<file path="src/rtl/kbd_pkg.sv">
// Shared constants, FSM encoding and event layout for the keyboard event controller.
package kbd_pkg;

  localparam logic [7:0] SC_EXT    = 8'hE0;
  localparam logic [7:0] SC_BRK    = 8'hF0;
  localparam logic [7:0] SC_CAPS   = 8'h58;
  localparam logic [7:0] SC_LSHIFT = 8'h12;
  localparam logic [7:0] SC_RSHIFT = 8'h59;

  typedef enum logic [2:0] {
    ST_IDLE,
    ST_EXT,
    ST_BRK,
    ST_EXTBRK,
    ST_LOOKUP,
    ST_PUSH
  } state_t;

  typedef struct packed {
    logic       ext;
    logic [7:0] scan;
    logic [7:0] ascii;
  } evt_t;

  localparam int EVT_W = $bits(evt_t);

  function automatic logic is_shift(input logic [7:0] sc);
    return (sc == SC_LSHIFT) || (sc == SC_RSHIFT);
  endfunction

endpackage

</file>
<file path="src/rtl/kbd_evt_fifo.sv">
// First-word fall-through event queue; the head word reads as zero while empty.
module kbd_evt_fifo
  import kbd_pkg::*;
#(
  parameter int DEPTH = 8
) (
  input  logic             clk,
  input  logic             clrn,
  input  logic             i_push,
  input  logic [EVT_W-1:0] i_wdata,
  input  logic             i_pop,
  output logic [EVT_W-1:0] o_rdata,
  output logic             o_empty,
  output logic             o_full
);

  localparam int AW = $clog2(DEPTH);

  logic [AW:0]      r_wr_ptr;
  logic [AW:0]      r_rd_ptr;
  logic [EVT_W-1:0] r_mem [DEPTH];

  logic w_empty;
  logic w_full;
  logic w_do_pop;
  logic w_do_push;

  // Pointers carry one extra wrap bit so full and empty differ only in the MSB.
  assign w_empty   = (r_wr_ptr == r_rd_ptr);
  assign w_full    = (r_wr_ptr[AW] != r_rd_ptr[AW]) &&
                     (r_wr_ptr[AW-1:0] == r_rd_ptr[AW-1:0]);
  assign w_do_pop  = i_pop && !w_empty;
  assign w_do_push = i_push && (!w_full || w_do_pop);

  // NOTE: sequential state uses non-blocking assignments so every register samples pre-edge values.
  always_ff @(posedge clk or negedge clrn) begin
    if (!clrn) begin
      r_wr_ptr <= '0;
      r_rd_ptr <= '0;
    end else begin
      if (w_do_push) r_wr_ptr <= r_wr_ptr + 1'b1;
      if (w_do_pop)  r_rd_ptr <= r_rd_ptr + 1'b1;
    end
  end

  // NOTE: storage is deliberately not reset; the pointers alone define what is valid.
  always_ff @(posedge clk) begin
    if (w_do_push) r_mem[r_wr_ptr[AW-1:0]] <= i_wdata;
  end

  assign o_rdata = w_empty ? '0 : r_mem[r_rd_ptr[AW-1:0]];
  assign o_empty = w_empty;
  assign o_full  = w_full;

endmodule

</file>
<file path="src/rtl/kbd_event_ctrl.sv">
// PS/2 scancode decoder: tracks shift/caps state, looks up ASCII externally and queues key events.
module kbd_event_ctrl
  import kbd_pkg::*;
#(
  parameter int FIFO_DEPTH = 8,
  parameter bit REPEAT_EN  = 1'b1
) (
  input  logic       clk,
  input  logic       clrn,
  input  logic [7:0] ps2_data,
  input  logic       ps2_valid,
  output logic [7:0] lut_addr,
  output logic       lut_caps,
  input  logic [7:0] lut_data,
  output logic       evt_valid,
  output logic [7:0] evt_scan,
  output logic [7:0] evt_ascii,
  output logic       evt_ext,
  input  logic       evt_rd,
  output logic       caps_on,
  output logic       shift_on,
  output logic       ovf,
  input  logic       ovf_clr
);

  state_t     r_state, w_next_state;
  logic [7:0] r_lut_addr, w_lut_addr;
  logic       r_caps, w_caps;
  logic       r_shift, w_shift;
  logic [7:0] r_held, w_held;
  evt_t       r_evt, w_evt;
  logic       r_ovf;

  logic w_byte_drop;
  logic w_push;
  logic w_full_drop;
  logic w_empty;
  logic w_full;
  evt_t w_head;

  // A make equal to the held key is a typematic repeat.
  logic w_accept_make;
  assign w_accept_make = REPEAT_EN || (ps2_data != r_held);

  always_comb begin
    // NOTE: every combinational output gets a default first, so no path can infer a latch.
    w_next_state = r_state;
    w_lut_addr   = r_lut_addr;
    w_caps       = r_caps;
    w_shift      = r_shift;
    w_held       = r_held;
    w_evt        = r_evt;
    w_byte_drop  = 1'b0;
    w_push       = 1'b0;
    unique case (r_state)
      ST_IDLE: if (ps2_valid) begin
        if (ps2_data == SC_EXT) begin
          w_next_state = ST_EXT;
        end else if (ps2_data == SC_BRK) begin
          w_next_state = ST_BRK;
        end else if (is_shift(ps2_data)) begin
          w_shift = 1'b1;
          w_held  = ps2_data;
        end else if (ps2_data == SC_CAPS) begin
          if (r_held != SC_CAPS) w_caps = !r_caps;
          w_held = ps2_data;
        end else if (w_accept_make) begin
          w_held       = ps2_data;
          w_lut_addr   = ps2_data;
          w_next_state = ST_LOOKUP;
        end
      end
      ST_EXT: if (ps2_valid) begin
        if (ps2_data == SC_BRK) begin
          w_next_state = ST_EXTBRK;
        end else if (w_accept_make) begin
          w_held       = ps2_data;
          w_evt.ext    = 1'b1;
          w_evt.scan   = ps2_data;
          w_evt.ascii  = 8'h00;
          w_next_state = ST_PUSH;
        end else begin
          w_next_state = ST_IDLE;
        end
      end
      ST_BRK: if (ps2_valid) begin
        if (is_shift(ps2_data)) w_shift = 1'b0;
        if (ps2_data == r_held) w_held = 8'h00;
        w_next_state = ST_IDLE;
      end
      ST_EXTBRK: if (ps2_valid) begin
        if (ps2_data == r_held) w_held = 8'h00;
        w_next_state = ST_IDLE;
      end
      ST_LOOKUP: begin
        w_evt.ext    = 1'b0;
        w_evt.scan   = r_lut_addr;
        w_evt.ascii  = lut_data;
        w_byte_drop  = ps2_valid;
        w_next_state = ST_PUSH;
      end
      ST_PUSH: begin
        w_push       = 1'b1;
        w_byte_drop  = ps2_valid;
        w_next_state = ST_IDLE;
      end
      default: w_next_state = ST_IDLE;
    endcase
  end

  // A full queue still accepts the push when the head is popped in the same cycle.
  assign w_full_drop = w_push && w_full && !evt_rd;

  always_ff @(posedge clk or negedge clrn) begin
    if (!clrn) begin
      r_state    <= ST_IDLE;
      r_lut_addr <= 8'h00;
      r_caps     <= 1'b0;
      r_shift    <= 1'b0;
      r_held     <= 8'h00;
      r_evt      <= '0;
      r_ovf      <= 1'b0;
    end else begin
      r_state    <= w_next_state;
      r_lut_addr <= w_lut_addr;
      r_caps     <= w_caps;
      r_shift    <= w_shift;
      r_held     <= w_held;
      r_evt      <= w_evt;
      if (w_byte_drop || w_full_drop) r_ovf <= 1'b1;
      else if (ovf_clr)               r_ovf <= 1'b0;
    end
  end

  kbd_evt_fifo #(
    .DEPTH (FIFO_DEPTH)
  ) u_fifo (
    .clk     (clk),
    .clrn    (clrn),
    .i_push  (w_push),
    .i_wdata (r_evt),
    .i_pop   (evt_rd),
    .o_rdata (w_head),
    .o_empty (w_empty),
    .o_full  (w_full)
  );

  assign lut_addr  = r_lut_addr;
  assign lut_caps  = r_caps ^ r_shift;
  assign evt_valid = !w_empty;
  assign evt_scan  = w_head.scan;
  assign evt_ascii = w_head.ascii;
  assign evt_ext   = w_head.ext;
  assign caps_on   = r_caps;
  assign shift_on  = r_shift;
  assign ovf       = r_ovf;

endmodule

</file>
<file path="config.mk">
export PLATFORM = sky130hd
export DESIGN_NAME = kbd_event_ctrl
export DESIGN_NICKNAME = d
export VERILOG_FILES = /design/src/rtl/kbd_pkg.sv /design/src/rtl/kbd_evt_fifo.sv /design/src/rtl/kbd_event_ctrl.sv
export SDC_FILE = /design/constraint.sdc
export NUM_CORES = 1
export LEC_CHECK = 0
export CAP_MARGIN = 20
export CORE_UTILIZATION = 63
export DETAILED_ROUTE_END_ITERATION = 12
export GPL_ROUTABILITY_DRIVEN = 1
export PLACE_DENSITY = 0.88
export SLEW_MARGIN = 20
export SYNTH_ARGS = -nofsm -noshare
export SYNTH_HDL_FRONTEND = slang
export SYNTH_SLANG_ARGS = --single-unit
</file>
<file path="constraint.sdc">
create_clock -name clk -period 9.04 [get_ports clk]
set_input_delay 1.808 -clock clk [delete_from_list [all_inputs] [get_ports clk]]
set_output_delay 1.808 -clock clk [all_outputs]
set_load 0.05 [all_outputs]
</file>
# [After elaboration in Yosys (flattened, before gate mapping)]
# Memory sizes are Yosys's and may differ from the RTL's.
# Cells that the tools add are included.
[totals] regBits=47 ram_bits=136 input_bits=21 out_inout_bits=30 elab_cells=104 n_memories=1
[memory_table] memory="u_fifo.r_mem" depth=8 width=17 rd=1 rd_clocked_by_memory_dff=0 write_ports=1 line_no="kbd_evt_fifo.sv:21" rtl="logic [EVT_W-1:0] r_mem [DEPTH];"
[op_classes] add_sub_neg=2 eq_ne=27 mux=33 bitwise_logic=5 reduce_logical=25
[ops] op="$mux 17" count=3
[ops] op="$mux 8" count=6
[ops] op="$pmux 17 s2" count=1
[ops] op="$mux 3" count=8
[ops] op="$pmux 8 s3" count=1
[ops] op="$eq 8x7->1 const B" count=2
[ops] op="$eq 8x8->1 const B" count=2
[ops] op="$ne 2x2->1 const B" count=8
[ops] op="$reduce_and 7->1" count=2
[ops] op="$mux 1" count=12
[ops] op="$pmux 3 s4" count=1
[ops] op="$reduce_and 6->1" count=2
[ops] op="$add 4x1->4 const B" count=2
[ops] op="$eq 8x5->1 const B" count=1
[ops] op="$eq 8x8->1" count=1
[ops] op="$ne 4x4->1 const B" count=2
[ops] op="$ne 8x7->1 const B" count=1
[ops] op="$eq 3x2->1 const B" count=2
[ops] op="$eq 3x3->1 const B" count=2
[ops] op="$reduce_bool 2->1" count=3
[ops] op="$logic_and 1x1->1" count=5
[ops] op="$reduce_and 5->1" count=1
[ops] op="$eq 4x4->1" count=1
[ops] op="$logic_not 1->1" count=4
[ops] op="other kinds (12)" count=19

# [Longest topological paths before layout]
# Gate-level depths: netlist of the first run.
[depth] ltp_word=7 ltp_mapped=7 ltp_nobuf=4

# [Hierarchy]
# A second synthesis of the first run with hierarchy kept.
[unflattened] hier_cells=444 hier_area_um2=7840.0
[by_module_without_submodules] mod="kbd_evt_fifo" n_inst=1 cells_each=271 area_per_inst_um2=5789.3 seq_area_each_um2=4284.1
[by_module_without_submodules] mod="kbd_event_ctrl" n_inst=1 cells_each=173 area_per_inst_um2=2050.7 seq_area_each_um2=975.9

# [Least setup slack after synthesis of the first run]
# Ideal clock, no wire load.
[synth_path] path_kind="input port to flip-flop" from="in evt_rd" to="mem u_fifo.r_mem[3][0] (netlist bit), enable pin" setup_time_ns=0.416 arrival_time_ns=3.504 required_time_ns=8.624 setup_slack_ns=5.120 cell_stages=3 n_path_buf=0 path_cell_list="nor2_1 > a21oi_2 > nor3b_1"
[synth_between] elab_chain_cells=5
[synth_rtl] item="start: declaration" line_no="kbd_event_ctrl.sv:19" rtl="input logic evt_rd,"
[synth_rtl] item="$logic_and 1x1->1" line_no="kbd_evt_fifo.sv:32" rtl="assign w_do_pop = i_pop && !w_empty;"
[synth_rtl] item="$logic_or 1x1->1" line_no="kbd_evt_fifo.sv:33" rtl="assign w_do_push = i_push && (!w_full || w_do_pop);"
[synth_rtl] item="$logic_and 1x1->1" line_no="kbd_evt_fifo.sv:33"
[synth_rtl] item="$mux 1" line_no="kbd_evt_fifo.sv:48" rtl="if (w_do_push) r_mem[r_wr_ptr[AW-1:0]] <= i_wdata;"
[synth_rtl] item="$mux 1 (not written as such)" line_no="kbd_evt_fifo.sv:48"
[synth_rtl] item="end: declaration" line_no="kbd_evt_fifo.sv:21"
# Every way passes these cells.

# [Final worst setup path of the first run]
[layout_path] from="reg u_fifo.r_rd_ptr[1]" to="out evt_ascii[0]"
[layout_between] elab_chain_cells=2 word_cells_on_any_way=3 cone_classes="eq/ne (1); mux (1); memory (1)"
[layout_rtl] item="start: declaration" line_no="kbd_evt_fifo.sv:20" rtl="logic [AW:0] r_rd_ptr;"
[layout_rtl] item="start signal: assignment" line_no="kbd_evt_fifo.sv:42" rtl="if (w_do_pop) r_rd_ptr <= r_rd_ptr + 1'b1;"
[layout_rtl] item="$mem_v2 8x17 or $eq 4x4->1 (tied branches)"
[layout_rtl] item="$mux 17 (*)" line_no="kbd_evt_fifo.sv:51" rtl="assign o_rdata = w_empty ? '0 : r_mem[r_rd_ptr[AW-1:0]];"
[layout_rtl] item="end: declaration" line_no="kbd_event_ctrl.sv:17" rtl="output logic [7:0] evt_ascii,"
# Every way passes the cells marked *; elsewhere a longest branch is shown, timed or not.

==> results of run 1 <==
-- worst max-delay path, stage by stage (launching register included) --
cell	delay [ps]
dfrtp_1	790
buf_4	460
xor2_1	290
nor4b_2	90
buf_4	230
nor2_1	160
clkdlybuf4s50_1	840
-- area by class of cell --
cell class	count	area [um^2]	area share, %
flip-flops and latches	183	5261	59.78
well taps	143	178.9	2.033
clock buffers	18	439.2	4.990
repair buffers	57	550.5	6.255
multi-input cells	243	2230	25.33
inverters	7	26.28	0.2985
clock inverters	14	115.1	1.308
-- layer usage --
metal | share of wire [%] | vias up
met3 | 6.4 | 29
met2 | 52 | 246
met5 | 0 | -
met4 | 2.2 | 0
li1 | - | 1886
met1 | 39 | 2154
-- synthesized netlist by cell type (5+ instances only) --
library cell    n  area share (%)
nor2_1         34             1.7
a21oi_1         5            0.33
inv_1           7            0.35
mux4_2         34              10
buf_2          14            0.92
nand3_1        15            0.99
mux2i_1        18             2.4
nand2b_1        5            0.41
dfrtp_1        47              15
o211ai_1        8            0.79
nand2_1        34             1.7
edfxtp_1      136              54
clkbuf_1        8            0.40
xnor2_1        12             1.4
xor2_1          8            0.92
a22oi_1         8            0.79
mux2_2         11             1.6
-- power groups by stage --
stage	logic, mW	clock network, mW	registers [mW]
finish	1.34	0.691	1.38
global route	1.42	0.730	1.40
CTS	1.35	0.698	1.37
detailed placement	1.34	0	1.39
global placement	1.30	0	1.36
floorplan	0.936	0	1.35
-- registers in the layout, indices dropped and copies added (netlist names), 3 cells and up --
register / count
u_fifo.r_rd_ptr: 4
r_state: 3
u_fifo.r_wr_ptr: 4
r_held: 8
r_evt: 17
u_fifo.r_mem: 136
lut_addr: 8
-- stage by stage --
step           hold WS [ps]  cells
5_1_grt               512.2    665
6_report              500.8    665
4_1_cts               498.2    665
3_3_place_gp          475.0    633
3_5_place_dp          479.0    633
2_1_floorplan         461.7    457
-- path summary, 6_finish.rpt --
path,slack (ps),to,from
max,3930,evt_ascii[0],u_fifo.r_rd_ptr[1]
min reg2reg,500,u_fifo.r_rd_ptr[3],u_fifo.r_rd_ptr[3]
max in group asynchronous,7180,u_fifo.r_rd_ptr[0],clrn
min,500,u_fifo.r_rd_ptr[3],u_fifo.r_rd_ptr[3]
max reg2reg,5570,u_fifo.r_mem[5][7],u_fifo.r_rd_ptr[1]
min in group asynchronous,1390,lut_addr[6],clrn
-- cell families (layout without fill, tap and decap cells) --
family	Yosys count	after routing	share of synthesized area [%]
compound gates	41	41	4.219
xor+xnor	20	20	2.307
fa+ha+maj	2	2	0.3295
buf+inv	31	96	1.813
flops	183	183	69.28
mux	63	63	14.09
simple gates	117	117	7.960
==> metrics.yaml, run 1 <==
clock_network:
  holdBufCountCts: 0
  clkSlewWorstSetupHoldPaths_ps: 70
  cts_buffer_depth: 2
  cts_setup_buffers: 0
  cts_made_buffers: 17
  htreeDepth: 4
  cts_tree: "done"
  cts_num_sinks: 183
  clk_latency_ps: 430
  cts-root-buf: "clkbuf_16"
  cts_resized: 0
global_route:
  overflow: 0
  track_usage_pct: 27.02
  grt_antenna_before_repair: 0
  grtUsageMet3_pct: 5.335
  grt_start_max_net_pins: 48
  top_usage_layer: "met2"
  grt_pass1_wl_um: 24460
  use_met2_pct: 44.10
  grt_pass1_vias: 4494
  use_met1_pct: 35.21
synthesis:
  synth_seq_area_share_pct: 69.28
  synth.distinct_cells: 49
  ys.flop_type: "edfxtp_1"
  async_reset_ff_share_pct: 25.68
  syn_area_per_cell_um2: 16.61
  synth-edff-count: 136
  syn_nets: 480
  syn-instance-count: 457
  yosysWarnings: 0
  ys_ff_latch: 183
  synth_area_um2: 7592
die:
  core_area_um2: 11560
  row_count: 39
  start_util_pct: 65.65
  die_h_um: 111.8
  die_w_um: 111.8
  die-area_um2: 12490
  io_pins: 51
pwr:
  clockPowerShare_pct: 20.3
  swShare_pct: 39.70
  leakagePower_nw: 3.172
  ir_worst_vdd_uv: 209.9
  seqPwrFrac_pct: 40.4
  power_density_nw_per_um2: 387.3
  power.switching_mw: 1.353
  p_total_mw: 3.409
  p_int_mw: 2.056
  pwr-share-comb_pct: 39.4
sta:
  post-route-period-util_pct: 56.54
  rsz0062_at_grt: "false"
  setup_viol: 0
  max_slew_margin_pct: 25.71
  hold_viol_final: 0
  clock_skew_ps: 9.199
  post-route-min-period_ps: 5111
  tightest_slew_ps: 1114
  setup_ws_ps: 3929
  drv_slew: 0
  finalSetupTns_ps: 0
  fmax_ghz: 0.1956
run_status:
  outcome: "finished, violations left"
  violations: "DRC"
layout:
  nets: 532
  layout_commonest_cell: "edfxtp_1"
  layout-drive-gt1-share_pct: 18.58
  finalInstanceArea_um2: 8801
  final_util_pct: 76.10
  area_growth_pct: 15.92
  nFillCells: 637
  num_antenna_cells: 0
  final_cell_mix: "136 x edfxtp_1, 49 x clkdlybuf4s50_1, 46 x dfrtp_1"
placement:
  post_dp_cell_area_um2: 8244
  dp_hpwl_um: 9176
  gp_congestion: 0.8877
  port_buffers: 50
  pre_cts_ws_ps: 4352
drt:
  routedWlPerCell_um: 23.16
  drtIter0Drc: 331
  drt-total-wl_um: 15400
  vias: 4315
  drtAntennaViolNets: 0
  drtPass1Iterations: 12
  avgViaCountPerCell: 6.489
  drcViolationCount: 2
critical_path:
  crit_type: "register to output pin"
  cp.required_ps: 7230
  reg2reg_depth: 5
  crit_arrival_ps: 3300
  cp-end-kind: "output pin"
  startpoint_type: "register"
  cp_max_fo: 24
min_path:
  min_path_cells: 1
  hp-class: "register to register"
flow_run:
  maxCapViolations: 0
(Power assumes the default switching activity.)
==> inputs of run 2 (changes only) <==
--- a/config.mk
+++ b/config.mk
@@ -6,10 +6,10 @@
 export NUM_CORES = 1
 export LEC_CHECK = 0
 export CAP_MARGIN = 20
-export CORE_UTILIZATION = 63
+export CORE_UTILIZATION = 59
 export DETAILED_ROUTE_END_ITERATION = 12
 export GPL_ROUTABILITY_DRIVEN = 1
-export PLACE_DENSITY = 0.88
+export PLACE_DENSITY = 0.84
 export SLEW_MARGIN = 20
 export SYNTH_ARGS = -nofsm -noshare
 export SYNTH_HDL_FRONTEND = slang
==> constraint.sdc (replaced) <==
create_clock -name clk -period 4.8 [get_ports clk]
set_input_delay 0.96 -clock clk [delete_from_list [all_inputs] [get_ports clk]]
set_output_delay 0.96 -clock clk [all_outputs]
set_load 0.05 [all_outputs]
==> run 2 against run 1 <==
  * Highest routed layer unchanged
  * Cell count increased by 5.0%
  * Final area increased by 1.0%
  * The flow now finishes without violations
  * Via count increased by 0.28%
  * Sequential share of layout area decreased by 0.59 points
  * First-iteration DRC count decreased by 6.0%
  * Critical endpoint is now evt_ascii[7]
==> metrics.yaml, run 2 (synthesis results as in run 1) <==
run_status:
  outcome: "complete, no violations"
drt:
  drt-total-wl_um: 15440
  drcViolationCount: 0
  vias: 4327
  drtAntennaViolNets: 0
  drtIter0Drc: 311
  drtPass1Iterations: 5
  routedWlPerCell_um: 22.12
  avgViaCountPerCell: 6.199
layout:
  largest_reg_flops: 136
  layout-drive-gt1-share_pct: 18.44
  layout_commonest_cell: "edfxtp_1"
  nFillCells: 797
  num_antenna_cells: 0
  final_cell_mix: "136 x edfxtp_1, 49 x clkdlybuf4s50_1, 46 x dfrtp_1"
  nets: 536
  area_growth_pct: 17.07
critical_path:
  path_cells: "buf_4 > mux4_2 > mux2i_1 > nor2_1 > clkdlybuf4s50_1"
  crit_family: "buffers and inverters"
  crit_slowest_cell: "dfrtp_2"
  crit_arrival_ps: 3170
  cp_slowest_stage_delay_ps: 920
  cp.required_ps: 3840
  cp_max_fo: 25
  cp_num_buf_inv: 2
  crit_type: "register to output pin"
  startpoint_type: "register"
  cp-end-kind: "output pin"
clock_network:
  cts_setup_buffers: 0
  cts_tree: "done"
  clkSlewWorstSetupHoldPaths_ps: 60
  htreeDepth: 4
  holdBufCountCts: 0
  cts_num_sinks: 183
  clk_latency_ps: 430
  cts_made_buffers: 17
  cts_resized: 0
  cts_buffer_depth: 2
  cts-root-buf: "clkbuf_16"
pwr:
  p_total_mw: 6.517
  leakagePower_nw: 3.196
  ir_worst_vdd_uv: 360.7
  power_density_nw_per_um2: 733.2
sta:
  post-route-period-util_pct: 86.07
  clock_skew_ps: 7.913
  drv_slew: 0
  hold_viol_final: 0
  post-route-min-period_ps: 4131
  tightest_slew_ps: 1128
  max_slew_margin_pct: 24.76
  finalSetupTns_ps: 0
  fmax_ghz: 0.2421
  rsz0062_at_grt: "false"
  setup_viol: 0
global_route:
  overflow: 0
  grt_pass1_wl_um: 24640
  grt_antenna_before_repair: 0
  grt_pass1_vias: 4521
  grt_start_max_net_pins: 48
  track_usage_pct: 26.16
die:
  core_area_um2: 12570
  die_h_um: 115.4
  die_w_um: 115.4
  io_pins: 51
  start_util_pct: 60.41
  die-area_um2: 13330
  row_count: 41
min_path:
  hp-class: "register to register"
placement:
  gp_congestion: 0.8511
  dp_hpwl_um: 9088
  port_buffers: 50
flow_run:
  maxCapViolations: 0
[run 2: final timing paths]
check,from,to,slack [ps],cells after the start
min reg2reg,u_fifo.r_wr_ptr[3],u_fifo.r_wr_ptr[3],500,1
min in group asynchronous,clrn,lut_addr[3],630,2
max,u_fifo.r_rd_ptr[0],evt_ascii[7],670,5
min,u_fifo.r_wr_ptr[3],u_fifo.r_wr_ptr[3],500,1
max reg2reg,u_fifo.r_rd_ptr[0],u_fifo.r_mem[1][13],1530,4
max in group asynchronous,clrn,u_fifo.r_rd_ptr[0],3700,2
[run 2: layer usage]
metal	vias to the layer above	global-route usage (%)	part of all wire, %
li1	1897	-	-
met1	2212	33.30	40
met2	181	43.27	52
met3	37	5.805	5.8
met4	0	12.47	2.7
met5	-	0	0
[run 2: where the power goes]
part | leakage, nW | internal (mW) | total, mW | switching (mW)
logic | 1.11 | 1.01 | 2.54 | 1.53
clock network | 0.281 | 0.827 | 1.38 | 0.550
registers | 1.81 | 2.19 | 2.60 | 0.416
[run 2: area by class of cell]
cell class	instances	area [um^2]	share of cell area (%)
clock buffer	22	454.2	5.110
clock inverter	10	128.9	1.450
inverter	7	26.28	0.2956
multi-input combinational	243	2225	25.03
sequential	183	5261	59.19
tap	172	215.2	2.421
timing repair buffer	61	578.1	6.503
[run 2: stage by stage]
step / util (%) / setup WS, ps / hold slack, ps / cells / area (um^2)
2_1_floorplan: - / 1728 / 461.7 / 457 / 7592
3_3_place_gp: 66.07 / 1140 / 474.6 / 666 / 8304
3_5_place_dp: 66.07 / 1075 / 488.3 / 666 / 8304
4_1_cts: 70.71 / 609.6 / 500.6 / 698 / 8887
5_1_grt: 70.72 / 465.1 / 507.3 / 698 / 8889
6_report: 70.72 / 668.8 / 504.3 / 698 / 8889
